## config.mk

```make
export PLATFORM = sky130hd
export DESIGN_NAME = ticket_call_dispatcher
export DESIGN_NICKNAME = d
export VERILOG_FILES = /design/src/rtl/ticket_call_dispatcher.sv
export SDC_FILE = /design/constraint.sdc
export NUM_CORES = 1
export LEC_CHECK = 0
export ABC_AREA = 1
export CAP_MARGIN = 10
export CORE_MARGIN = 2
export CORE_UTILIZATION = 35
export CTS_CLUSTER_DIAMETER = 80
export DETAILED_ROUTE_END_ITERATION = 10
export PLACE_DENSITY = 0.71
export SLEW_MARGIN = 20
export SYNTH_ARGS = -nofsm -noshare
export SYNTH_HDL_FRONTEND = slang
export SYNTH_SLANG_ARGS = --single-unit
```

## constraint.sdc

```tcl
create_clock -name clk -period 5.6 [get_ports clk]
set_clock_uncertainty 0.2 [all_clocks]
set_input_delay 1.12 -clock clk [delete_from_list [all_inputs] [get_ports clk]]
set_output_delay 1.12 -clock clk [all_outputs]
set_load 0.05 [all_outputs]
```

## src/rtl/ticket_call_dispatcher.sv

```systemverilog
// ticket_call_dispatcher: hands the oldest waiting ticket to a free counter.
// Define CALL_RR_EN for round-robin counter choice; default is fixed priority.
module ticket_call_dispatcher #(
   parameter int NUM_W   = 6,
   parameter int MAX_NUM = 63,
   parameter int DEPTH   = 32
) (
   input  logic               clk,
   input  logic               rst,
   input  logic               ticket_issued,
   input  logic [4:0]         counter_done,
   input  logic               call_ready,
   output logic               call_valid,
   output logic [NUM_W-1:0]   call_number,
   output logic [2:0]         call_counter,
   output logic [5*NUM_W-1:0] service_number,
   output logic [4:0]         counter_busy,
   output logic [NUM_W-1:0]   waiting_count,
   output logic               overflow
);

   typedef enum logic {
      IDLE,
      ANNOUNCE
   } stateT;

   stateT            state;
   stateT            stateNext;
   logic             load;
   logic             accept;
   logic             selFound;
   logic [2:0]       selIdx;
   logic [NUM_W-1:0] head;
   logic             queueFull;

   assign accept    = (state == ANNOUNCE) && call_valid && call_ready;
   assign queueFull = (waiting_count == NUM_W'(DEPTH));

`ifdef CALL_RR_EN
   logic [2:0] rrPtr;
   logic [3:0] cand;

   // search free counters starting just after the last one assigned
   always_comb begin
      selFound = 1'b0;
      selIdx   = 3'd0;
      cand     = 4'd0;
      for (int i = 1; i <= 5; i++) begin
         cand = {1'b0, rrPtr} + 4'(i);
         if (cand >= 4'd5)
            cand = cand - 4'd5;
         if (!selFound && !counter_busy[cand[2:0]]) begin
            selFound = 1'b1;
            selIdx   = cand[2:0];
         end
      end
   end

   // remember the last assigned counter; E so that A comes first
   always_ff @(posedge clk or negedge rst) begin
      if (!rst)
         rrPtr <= 3'd4;
      else if (load)
         rrPtr <= selIdx;
   end
`else
   // lowest-index free counter wins
   always_comb begin
      selFound = 1'b0;
      selIdx   = 3'd0;
      for (int i = 4; i >= 0; i--) begin
         if (!counter_busy[i]) begin
            selFound = 1'b1;
            selIdx   = 3'(i);
         end
      end
   end
`endif

   // state register
   always_ff @(posedge clk or negedge rst) begin
      if (!rst)
         state <= IDLE;
      else
         state <= stateNext;
   end

   // next state: start a call when a ticket waits and a counter is free
   always_comb begin
      stateNext = state;
      load      = 1'b0;
      unique case (state)
         IDLE: begin
            if (waiting_count != '0 && selFound) begin
               load      = 1'b1;
               stateNext = ANNOUNCE;
            end
         end
         ANNOUNCE: begin
            if (call_ready)
               stateNext = IDLE;
         end
         default: stateNext = IDLE;
      endcase
   end

   // call fields are frozen from load until acceptance
   always_ff @(posedge clk or negedge rst) begin
      if (!rst) begin
         call_valid   <= 1'b0;
         call_number  <= '0;
         call_counter <= 3'd0;
      end else if (load) begin
         call_valid   <= 1'b1;
         call_number  <= head;
         call_counter <= selIdx;
      end else if (accept) begin
         call_valid   <= 1'b0;
      end
   end

   // next number to call; numbering skips 0 on wrap
   always_ff @(posedge clk or negedge rst) begin
      if (!rst)
         head <= NUM_W'(1);
      else if (accept)
         head <= (head == NUM_W'(MAX_NUM)) ? NUM_W'(1) : head + NUM_W'(1);
   end

   // waiting count; a new ticket and an acceptance cancel out
   always_ff @(posedge clk or negedge rst) begin
      if (!rst) begin
         waiting_count <= '0;
         overflow      <= 1'b0;
      end else if (accept && !ticket_issued) begin
         waiting_count <= waiting_count - NUM_W'(1);
      end else if (!accept && ticket_issued) begin
         if (queueFull)
            overflow      <= 1'b1;
         else
            waiting_count <= waiting_count + NUM_W'(1);
      end
   end

   // per-counter busy flag and the number it serves
   always_ff @(posedge clk or negedge rst) begin
      if (!rst) begin
         counter_busy   <= 5'd0;
         service_number <= '0;
      end else begin
         for (int k = 0; k < 5; k++) begin
            if (accept && call_counter == 3'(k)) begin
               counter_busy[k]                  <= 1'b1;
               service_number[k*NUM_W +: NUM_W] <= call_number;
            end else if (counter_done[k] && counter_busy[k]) begin
               counter_busy[k] <= 1'b0;
            end
         end
      end
   end

endmodule
```

# [After elaboration in Yosys (flattened, before gate mapping)]
# Cells that the tools add are included.
[totals] latchBits=0 ff_bits=59 output_inout_bits=52 memories=0 romBits=0 ramBits=0
[classes] magnitude_cmp=0 bitwise_logic=2 n_mul=0 shifts=0 n_div=0 eq_ne=7 reduce_logical=28 mux=30 addsub=3
[op_table] op="two-way mux 6 bit" n=4
[op_table] op="two-way mux 1 bit" n=20
[op_table] op="logical AND 1 bit" n=15
[op_table] op="two-way mux 3 bit" n=5
[op_table] op="nonzero test 2 bit" n=7
[op_table] op="adder 6 x 1 -> 6 bit, second input constant" n=2
[op_table] op="equality test 6 bit, second input constant" n=2
[op_table] op="equality test 3 x 2 -> 1 bit, second input constant" n=2
[op_table] op="nonzero test 6 bit" n=1
[op_table] op="subtractor 6 x 1 -> 6 bit, second input constant" n=1
[op_table] op="equality test 3 x 1 -> 1 bit, second input constant" n=1
[op_table] op="equality test 3 bit, second input constant" n=1
[op_table] op="zero test 3 bit" n=1
[op_table] op="AND reduction 3 bit" n=1
[op_table] op="zero test 1 bit" n=2
[op_table] op="!= test 2 x 1 -> 1 bit, second input constant" n=1
[op_table] op="inverter 1 bit" n=2
[op_table] op="one-hot mux 1 bit (2 select lines)" n=1
[op_table] op="AND reduction 2 bit" n=1

# [Depth between registers and ports, before layout]
# Gate-level depths: netlist of run 1.
[depth] word_depth=9 mapped_depth=14 ltp_nobuf=14

# [Least setup slack after synthesis of run 1]
# OpenSTA, ideal clock, no wires.
[synth_timing] path_kind="in2reg" from="input call_ready" to="register waiting_count[4]" path_stages=12 required_time_ns=5.276 setup_slack_ns=2.830 setup_ns=0.124 arrival_time_ns=2.445 cell_sequence="nand3_4 > inv_2 > ha_1 > nand2_1 > nand2_1 > inv_1 > ha_1 > o21bai_1 > nand2_1 > nand3_1 > nand3_1 > o21ai_1"
[synth_via] elab_chain_len=5 word_cells_on_any_way=8 classes_between="eq/ne: 1; mux: 1; reduce/logical: 6"
[synth_lines] element="from (decl)" line_no="12" source="input logic call_ready,"
[synth_lines] element="logical AND 1 bit *" line_no="36" source="assign accept = (state == ANNOUNCE) && call_valid && call_ready;"
[synth_lines] element="via accept" line_no="30" source="logic accept;"
[synth_lines] element="zero test 1 bit" line_no="137" source="end else if (!accept && ticket_issued) begin"
[synth_lines] element="logical AND 1 bit" line_no="137"
[synth_lines] element="nonzero test 2 bit (no line)"
[synth_lines] element="AND reduction 2 bit (no line)"
[synth_lines] element="to (signal assigned)" line_no="136" source="waiting_count <= waiting_count - NUM_W'(1);"
[synth_lines] element="to (signal assigned)" line_no="141" source="waiting_count <= waiting_count + NUM_W'(1);"
[synth_lines] element="to (decl)" line_no="18" source="output logic [NUM_W-1:0] waiting_count,"
# Mark *: on every way through the listed nets, which the timed path passes. The rest lies on a longest branch.
# A chain may end at the register's enable or synchronous reset.

# [Final worst setup path of run 1]
# Same ends and word-level chain as after synthesis.

==> results of run 1 <==
## worst register-to-register path: cells and delay by family (launching register included)
kind                       cells  cell delay (ps)
and+or+nand+nor                7              620
DFF                            1              420
buffers and inverters          3              290
AOI/OAI and AO/OA              2              200
adders and majority gates      2              400
## cell usage after synthesis
library cell	count	share of area
o21bai_1	1	0.0028
nor2_2	2	0.0046
xor2_1	2	0.0065
nand2_2	6	0.014
xnor2_1	4	0.013
a21o_1	1	0.0028
nor2_1	9	0.012
nand3_2	2	0.0074
a21oi_1	6	0.011
dfstp_2	1	0.0097
nand3_1	12	0.022
inv_2	4	0.0055
nor2_8	1	0.0074
nand3_4	3	0.019
nor2_4	1	0.0042
nor3_2	1	0.0037
inv_1	25	0.035
o21ai_2	23	0.074
o21ai_0	14	0.026
ha_1	5	0.023
buf_6	6	0.025
o21ai_1	15	0.028
nor3b_2	1	0.0046
dfrtp_1	58	0.54
nand2_1	73	0.10
clkinv_1	1	0.0014
## cell usage in the layout (no fill, tap or decap), drive strengths merged
cell / Yosys / routed
dfstp: 1 / 1
clkdlybuf4s50: 0 / 59
clkbuf: 0 / 9
nor3: 1 / 1
clkinvlp: 0 / 2
bufinv: 0 / 1
a21o: 1 / 1
ha: 5 / 5
a21oi: 6 / 6
o21bai: 1 / 1
dfrtp: 58 / 58
nand3: 17 / 17
nand2: 79 / 79
nor2: 13 / 13
clkinv: 1 / 3
xnor2: 4 / 4
nor3b: 1 / 1
inv: 29 / 31
o21ai: 52 / 52
buf: 6 / 2
xor2: 2 / 2
## where the power goes
| group | switching (mW) | internal, mW |
|---|---|---|
| logic | 0.758 | 0.347 |
| registers | 0.122 | 0.570 |
| clock network | 0.183 | 0.208 |
## registers in the layout, indices dropped and copies added (netlist names)
| register | cells |
|---|---|
| service_number | 30 |
| call_number | 6 |
| head | 6 |
| waiting_count | 6 |
| counter_busy | 5 |
| call_counter | 3 |
| call_valid | 1 |
| overflow | 1 |
| state | 1 |
## cells by family after synthesis
kind of cell	synth area share
xor+xnor	0.0194
buf+inv	0.0665
flops	0.545
compound gates	0.145
simple gates	0.201
fa+ha+maj	0.0231
## worst paths after layout
kind | from | to | slack, ps | cells after the start
max | call_ready | waiting_count[4] | 2480 | 15
min | overflow | overflow | 280 | 1
max reg2reg | call_valid | waiting_count[4] | 3360 | 14
min reg2reg | overflow | overflow | 280 | 1
max in group asynchronous | rst | service_number[19] | 3980 | 2
min in group asynchronous | rst | waiting_count[1] | 710 | 2
## metal layers
layer / up-vias / track usage / part of all wire
met1: 965 / 0.199 / 0.47
li1: 1032 / - / -
met4: 0 / 0.0709 / 0.026
met3: 11 / 0.0427 / 0.044
met5: - / 0 / 0
met2: 55 / 0.223 / 0.46
## final cells by class
class,count,area share
well taps,102,0.0357
clock inverters,7,0.0214
inverters,30,0.0315
repair buffers,61,0.169
multi-input cells,182,0.294
flip-flops and latches,59,0.414
clock buffers,9,0.0347
## metrics by stage
step            util  setup slack [ps]  std cells  area (um2)
3_3_place_gp   0.443              2250        434        3370
5_1_grt        0.470              2330        450        3570
6_report       0.470              2480        450        3570
4_1_cts        0.470              2510        450        3570
2_1_floorplan      -              2830        277        2710
3_5_place_dp   0.443              2140        434        3370
==> impl_summary.txt, run 1 <==
----------------------------------------------------
[Yosys]
  Netlist Area Pre-Place ... 2710 um2
  Number of standard cells after synthesis ... approximately 280
  Number of library cell types mapped by synthesis ... 26
  Warnings, synthesis ... 0
  Share of synthesized area occupied by flip-flops and latches ... 0.545
  Mean post-synth cell area ... 9.78 um2
  Number of nets in the synthesized netlist ... a little under 300
  Number of synthesized register bits ... 59

[Run]
  Reported max-cap violation count ... 0

[Critical path]
  Cell repeated most along the worst path ... nand2_1
  Endpoint required time on the critical path ... around 5600 ps
  Sequence of cells on the critical path ... clkdlybuf4s50_1, nand3_4, inv_2, ha_1, inv_2, nand2_1, nand2_1, inv_1, ha_1, o21bai_1, nand2_1, nand2_1, nand3_1, nand3_1, o21ai_1
  Delay-heaviest family, CP ... buffers and inverters
  Element type at the critical path start ... primary input
  Combined buffer and inverter count along the critical path ... 4
  Kind of end point of the critical path ... flop
  WP data arrival ... 3140 ps
  Maximum fanout along the worst path ... 7
  WS Path Type ... primary input to flop
  Peak per-stage delay on the critical path ... ~520 ps
  Cell with the largest stage delay on the worst path ... clkdlybuf4s50_1

[CTS]
  Post-CTS Setup Inserts ... 0
  Count of cells resized by post-cts repair ... 0
  Max Buffers Root-to-Sink ... 2
  Hold Buf Count CTS ... 0
  Root Buffer Master ... clkbuf_8
  Clock tree from TritonCTS ... built
  # H-tree levels ... 3
  Post-CTS clock slew at the launch and capture registers of the worst setup and hold paths ... ~70 ps
  Insertion delay to the later sink of the worst-skew pair ... 340 ps
  CTS Buf Count ... 9
  Clk sink count ... between 50 and 60

[Status]
  Status ... finished, final reports clean

[Cells and area]
  Number of nets in the final layout ... approximately 360
  Fraction of final layout cells with drive strength greater than 1 ... 0.181
  Area taken by flip-flops and latches ... between 1000 and 1500 um2
  Area taken by multi-input logic gates ... 1050 um2
  Synthesis-to-finish area growth ... 31.9%
  Fill cells ... 730
  ANT cells ... 0

[Route]
  Count of unresolved DRC violations after routing ... 0
  Routed via count ... about 2100
  Post-route antenna net violation count ... 0
  First-pass detailed-route iteration total ... 4
  Via-to-Cell Ratio ... 4.58
  Total length of routed wires ... approximately 5800 um
  DR WL/cell ... 12.8 um
  First DRT Iteration DRCs ... 74

[Timing]
  Setup repair after global routing missed its margin ... no
  Minimum hold slack ... 278 ps
  Worst slew margin relative to its limit ... 0.508
  Transition time of the tightest slew-check pin ... about 740 ps
  Final Slew Violations ... 0
  Timing-limited maximum frequency ... 321 MHz
  Final critical path time including I/O delays and setup ... 3120 ps
  Number of hold-slack violations in the final timing report ... 0
  Post-route clock period utilization ... 0.557
  Final Setup Violations ... 0
  Setup_tns ... 0 ps

[Placed design]
  Number of buffer cells added on primary ports ... 60
  Routability cong. ... 0.836
  Detailed placement HPWL ... 4220 um

[Global route]
  Overall fraction of global-route tracks in use ... 0.149
  Antenna violations before repair ... 0
  GRT overflow ... 0
  First-pass GRT wire length ... slightly below 10000 um
  Pin count of the biggest net entering global routing ... 60
  Vias in the first global route ... about 2000

[Power]
  Maximum vdd drop ... around 0.26 mV
  Power per unit of standard cell area ... 613 nW/um2
  Leakage ... between 1.5 and 2 nW
  Pwr Total ... between 2 and 2.5 mW

[Die]
  Height of the die ... a little over 90 um
  Count of pins on the block boundary ... around 60
  Total die area ... ~8500 um2
  Initial Utilization ... 0.356
  Number of standard-cell rows in the floorplan ... 32
  Core Area ... roughly 7600 um2
  Die X-Extent ... around 92 um

[Worst hold path]
  Path type of the worst min-delay path ... flop to flop

----------------------------------------------------
Power figures use the tool's default switching activity.
==> inputs of run 2 (changes only) <==
--- a/config.mk
+++ b/config.mk
@@ -11,7 +11,7 @@
 export CORE_UTILIZATION = 35
 export CTS_CLUSTER_DIAMETER = 80
 export DETAILED_ROUTE_END_ITERATION = 10
-export PLACE_DENSITY = 0.71
+export PLACE_DENSITY = 0.73
 export SLEW_MARGIN = 20
 export SYNTH_ARGS = -nofsm -noshare
 export SYNTH_HDL_FRONTEND = slang
==> constraint.sdc (replaced) <==
create_clock -name clk -period 2.6 [get_ports clk]
set_clock_uncertainty 0.2 [all_clocks]
set_input_delay 0.52 -clock clk [delete_from_list [all_inputs] [get_ports clk]]
set_output_delay 0.52 -clock clk [all_outputs]
set_load 0.05 [all_outputs]
==> impl_summary.txt, run 2 (same netlist as run 1, synthesis figures left out) <==
----------------------------------------------------
[Power]
  Switching power share of the total ... 0.485 (was 0.486)
  Switching power ... 2.31 mW (was 1.06 mW)
  Power per unit of standard cell area ... 1320 nW/um2 (was 613 nW/um2)
  Leakage ... 1.61 nW (was 1.59 nW)
  Gate power share ... 0.507 (was 0.505)
  Internal power contribution ... 2.45 mW (was 1.13 mW)
  Fraction of power consumed by sequential logic ... 0.312 (was 0.316)
  Pwr Total ... 4.75 mW (was 2.19 mW)
  Maximum vdd drop ... 0.655 mV (was 0.264 mV)
  Part of the total power dissipated in the clock network ... 0.181 (was 0.179)

[CTS]
  Post-CTS clock slew at the launch and capture registers of the worst setup and hold paths ... 70 ps (about the same)
  Hold Buf Count CTS ... 0 (unchanged)
  Root Buffer Master ... clkbuf_8 (unchanged)
  Insertion delay to the later sink of the worst-skew pair ... 350 ps (was 340 ps)
  Count of cells resized by post-cts repair ... 0 (unchanged)
  Post-CTS Setup Inserts ... 0 (unchanged)
  Max Buffers Root-to-Sink ... 2 (unchanged)
  # H-tree levels ... 3 (unchanged)
  Clock tree from TritonCTS ... built (unchanged)
  CTS Buf Count ... 9 (unchanged)
  Clk sink count ... 59 (unchanged)

[Route]
  First DRT Iteration DRCs ... 80 (was 74)
  First-pass detailed-route iteration total ... 4 (unchanged)
  Total length of routed wires ... 5790 um (was 5760 um)
  Post-route antenna net violation count ... 0 (unchanged)
  Count of unresolved DRC violations after routing ... 0 (unchanged)
  Routed via count ... 2094 (was 2063)
  DR WL/cell ... 12.8 um (about the same)
  Via-to-Cell Ratio ... 4.61 (was 4.58)

[Cells and area]
  Area taken by multi-input logic gates ... 1050 um2 (unchanged)
  Number of nets in the final layout ... 361 (was 357)
  Number of standard cells in the final layout excluding fillers ... 454 (was 450)
  Synthesis-to-finish area growth ... 33.0% (was 31.9%)
  Max FFs per register ... 30 (unchanged)
  Area taken by flip-flops and latches ... 1480 um2 (unchanged)
  Top register by number of flip-flops ... service_number (unchanged)
  Final standard cell area without fillers ... 3600 um2 (was 3570 um2)
  Fin util ... 0.474 (was 0.470)
  Fraction of final layout cells with drive strength greater than 1 ... 0.190 (was 0.181)
  Fill cells ... 728 (was 730)
  Most common cell after layout, fill and taps aside ... nand2_1 (unchanged)
  Most frequent cells in the layout ... nand2_1, clkdlybuf4s50_1, dfrtp_1, inv_1, o21ai_2 (unchanged)
  ANT cells ... 0 (unchanged)

[Placed design]
  Detailed placement HPWL ... 4160 um (was 4220 um)
  Post-place instance area ... 3400 um2 (was 3370 um2)
  Number of buffer cells added on primary ports ... 60 (unchanged)
  Routability cong. ... 0.823 (was 0.836)
  Total instance count after detailed placement ... 438 (was 434)
  Post-place setup slack ... -63.4 ps (was 2140 ps)

[Timing]
  Worst slew margin relative to its limit ... 0.486 (was 0.508)
  Number of hold-slack violations in the final timing report ... 0 (unchanged)
  Setup repair after global routing missed its margin ... no (unchanged)
  Post-route clock period utilization ... 0.944
  Final critical path time including I/O delays and setup ... about 2500 ps
  Transition time of the tightest slew-check pin ... 771 ps (was 738 ps)
  Final Setup Violations ... 0 (unchanged)
  Final Slew Violations ... 0 (unchanged)
  Worst-case setup margin in the final layout ... 146 ps (was 2480 ps)
  Setup_tns ... 0 ps (unchanged)
  Timing-limited maximum frequency ... between 400 and 500 MHz
  Minimum hold slack ... 111 ps (was 278 ps)

[Global route]
  Met2 Usage GRT ... 0.237 (was 0.223)
  Vias in the first global route ... 2041 (was 2012)
  Pin count of the biggest net entering global routing ... 60 (unchanged)
  First-pass GRT wire length ... 9850 um (was 9800 um)
  Layer with the highest usage ... met2 (unchanged)
  Antenna violations before repair ... 0 (unchanged)
  Overall fraction of global-route tracks in use ... 0.151 (was 0.149)
  GRT overflow ... 0 (unchanged)
  Met1 GRT Util ... 0.192 (was 0.199)
  Met3 routing resource usage after global routing ... 0.0362 (was 0.0427)

[Die]
  Count of pins on the block boundary ... 61 (unchanged)
  Number of standard-cell rows in the floorplan ... 32 (unchanged)
  Die X-Extent ... 92.0 um (unchanged)
  Height of the die ... 92.0 um (unchanged)
  Core Area ... 7610 um2 (unchanged)
  Total die area ... 8460 um2 (unchanged)
  Initial Utilization ... 0.356 (unchanged)

[Critical path]
  Cell with the largest stage delay on the worst path ... clkdlybuf4s50_1 (unchanged)
  WS Path Type ... flop to output pin (was primary input to flop)
  Peak per-stage delay on the critical path ... 880 ps (was 520 ps)
  Element type at the critical path start ... flop (was primary input)
  WP data arrival ... 1730 ps (was 3140 ps)
  Depth of the most critical reg-to-reg path ... 14 (unchanged)
  Delay-heaviest family, CP ... buffers and inverters (unchanged)
  Kind of end point of the critical path ... output pin (was flop)
  Sequence of cells on the critical path ... clkdlybuf4s50_1 (was clkdlybuf4s50_1, nand3_4, inv_2, ha_1, inv_2, nand2_1, nand2_1, inv_1, ha_1, o21bai_1, nand2_1, nand2_1, nand3_1, nand3_1, o21ai_1)
  Maximum fanout along the worst path ... 6 (was 7)
  Number of cells on the critical path ... 1 (was 15)
  Combined buffer and inverter count along the critical path ... 1 (was 4)
  Endpoint required time on the critical path ... 1880 ps (was 5620 ps)

[Run]
  Reported max-cap violation count ... 0 (unchanged)

[Worst hold path]
  Path type of the worst min-delay path ... primary input to asynchronous set/reset pin (was flop to flop)

[Status]
  Status ... finished, final reports clean (unchanged)

----------------------------------------------------
==> run 2: cell types whose count changed in the layout (fill, tap and decap cells not counted), sizes merged <==
cell and delta:
buf +4
==> run 2: layout make-up <==
cell class	instances	share of cell area
clock inverters	7	0.0212
well taps	102	0.0354
flip-flops and latches	59	0.410
multi-input cells	182	0.292
clock buffers	9	0.0344
inverters	30	0.0313
repair buffers	65	0.176
==> run 2: final timing paths <==
| check | from | end | slack, ps |
|---|---|---|---|
| max in group asynchronous | rst | head[3] | 1570 |
| hold / removal | rst | counter_busy[1] | 110 |
| setup / recovery | call_counter[1] | call_counter[1] | 150 |
| setup reg to reg | call_valid | waiting_count[4] | 510 |
| hold reg to reg | overflow | overflow | 280 |
| min in group clk | overflow | overflow | 280 |
==> run 2: worst reg2reg max path: stages, from the launching register on <==
cell      delay [ps]
dfrtp_1          430
nand3_4           80
inv_2             40
ha_1             230
inv_2            110
nand2_1           70
nand2_1           80
inv_1             50
ha_1             160
o21bai_1         180
nand2_1          110
nand2_1           60
nand3_1           70
nand3_1           70
o21ai_1           90
==> run 2: metal layers <==
layer  vias to the layer above  routed length [um]
met4                         0                 139
met2                        51                2810
met1                       996                2600
li1                       1036                   -
met5                         -                   0
met3                        11                 243
==> run 2: power groups by stage <==
stage / Sequential (mW) / Clock, mW / Combinational (mW)
global placement: 1.49 / 0 / 2.39
floorplan: 2.31 / 0 / 0.870
CTS: 1.49 / 0.881 / 2.44
finish: 1.48 / 0.859 / 2.41
detailed placement: 1.51 / 0 / 2.43
global route: 1.53 / 0.923 / 2.61
==> inputs of run 3 (changes only) <==
--- a/config.mk
+++ b/config.mk
@@ -11,6 +11,7 @@
 export CORE_UTILIZATION = 35
 export CTS_CLUSTER_DIAMETER = 80
 export DETAILED_ROUTE_END_ITERATION = 10
+export GPL_ROUTABILITY_DRIVEN = 0
 export PLACE_DENSITY = 0.73
 export SLEW_MARGIN = 20
 export SYNTH_ARGS = -nofsm -noshare
==> results of run 3 <==
No change in the layout: final DEF, timing and power equal those of run 2.
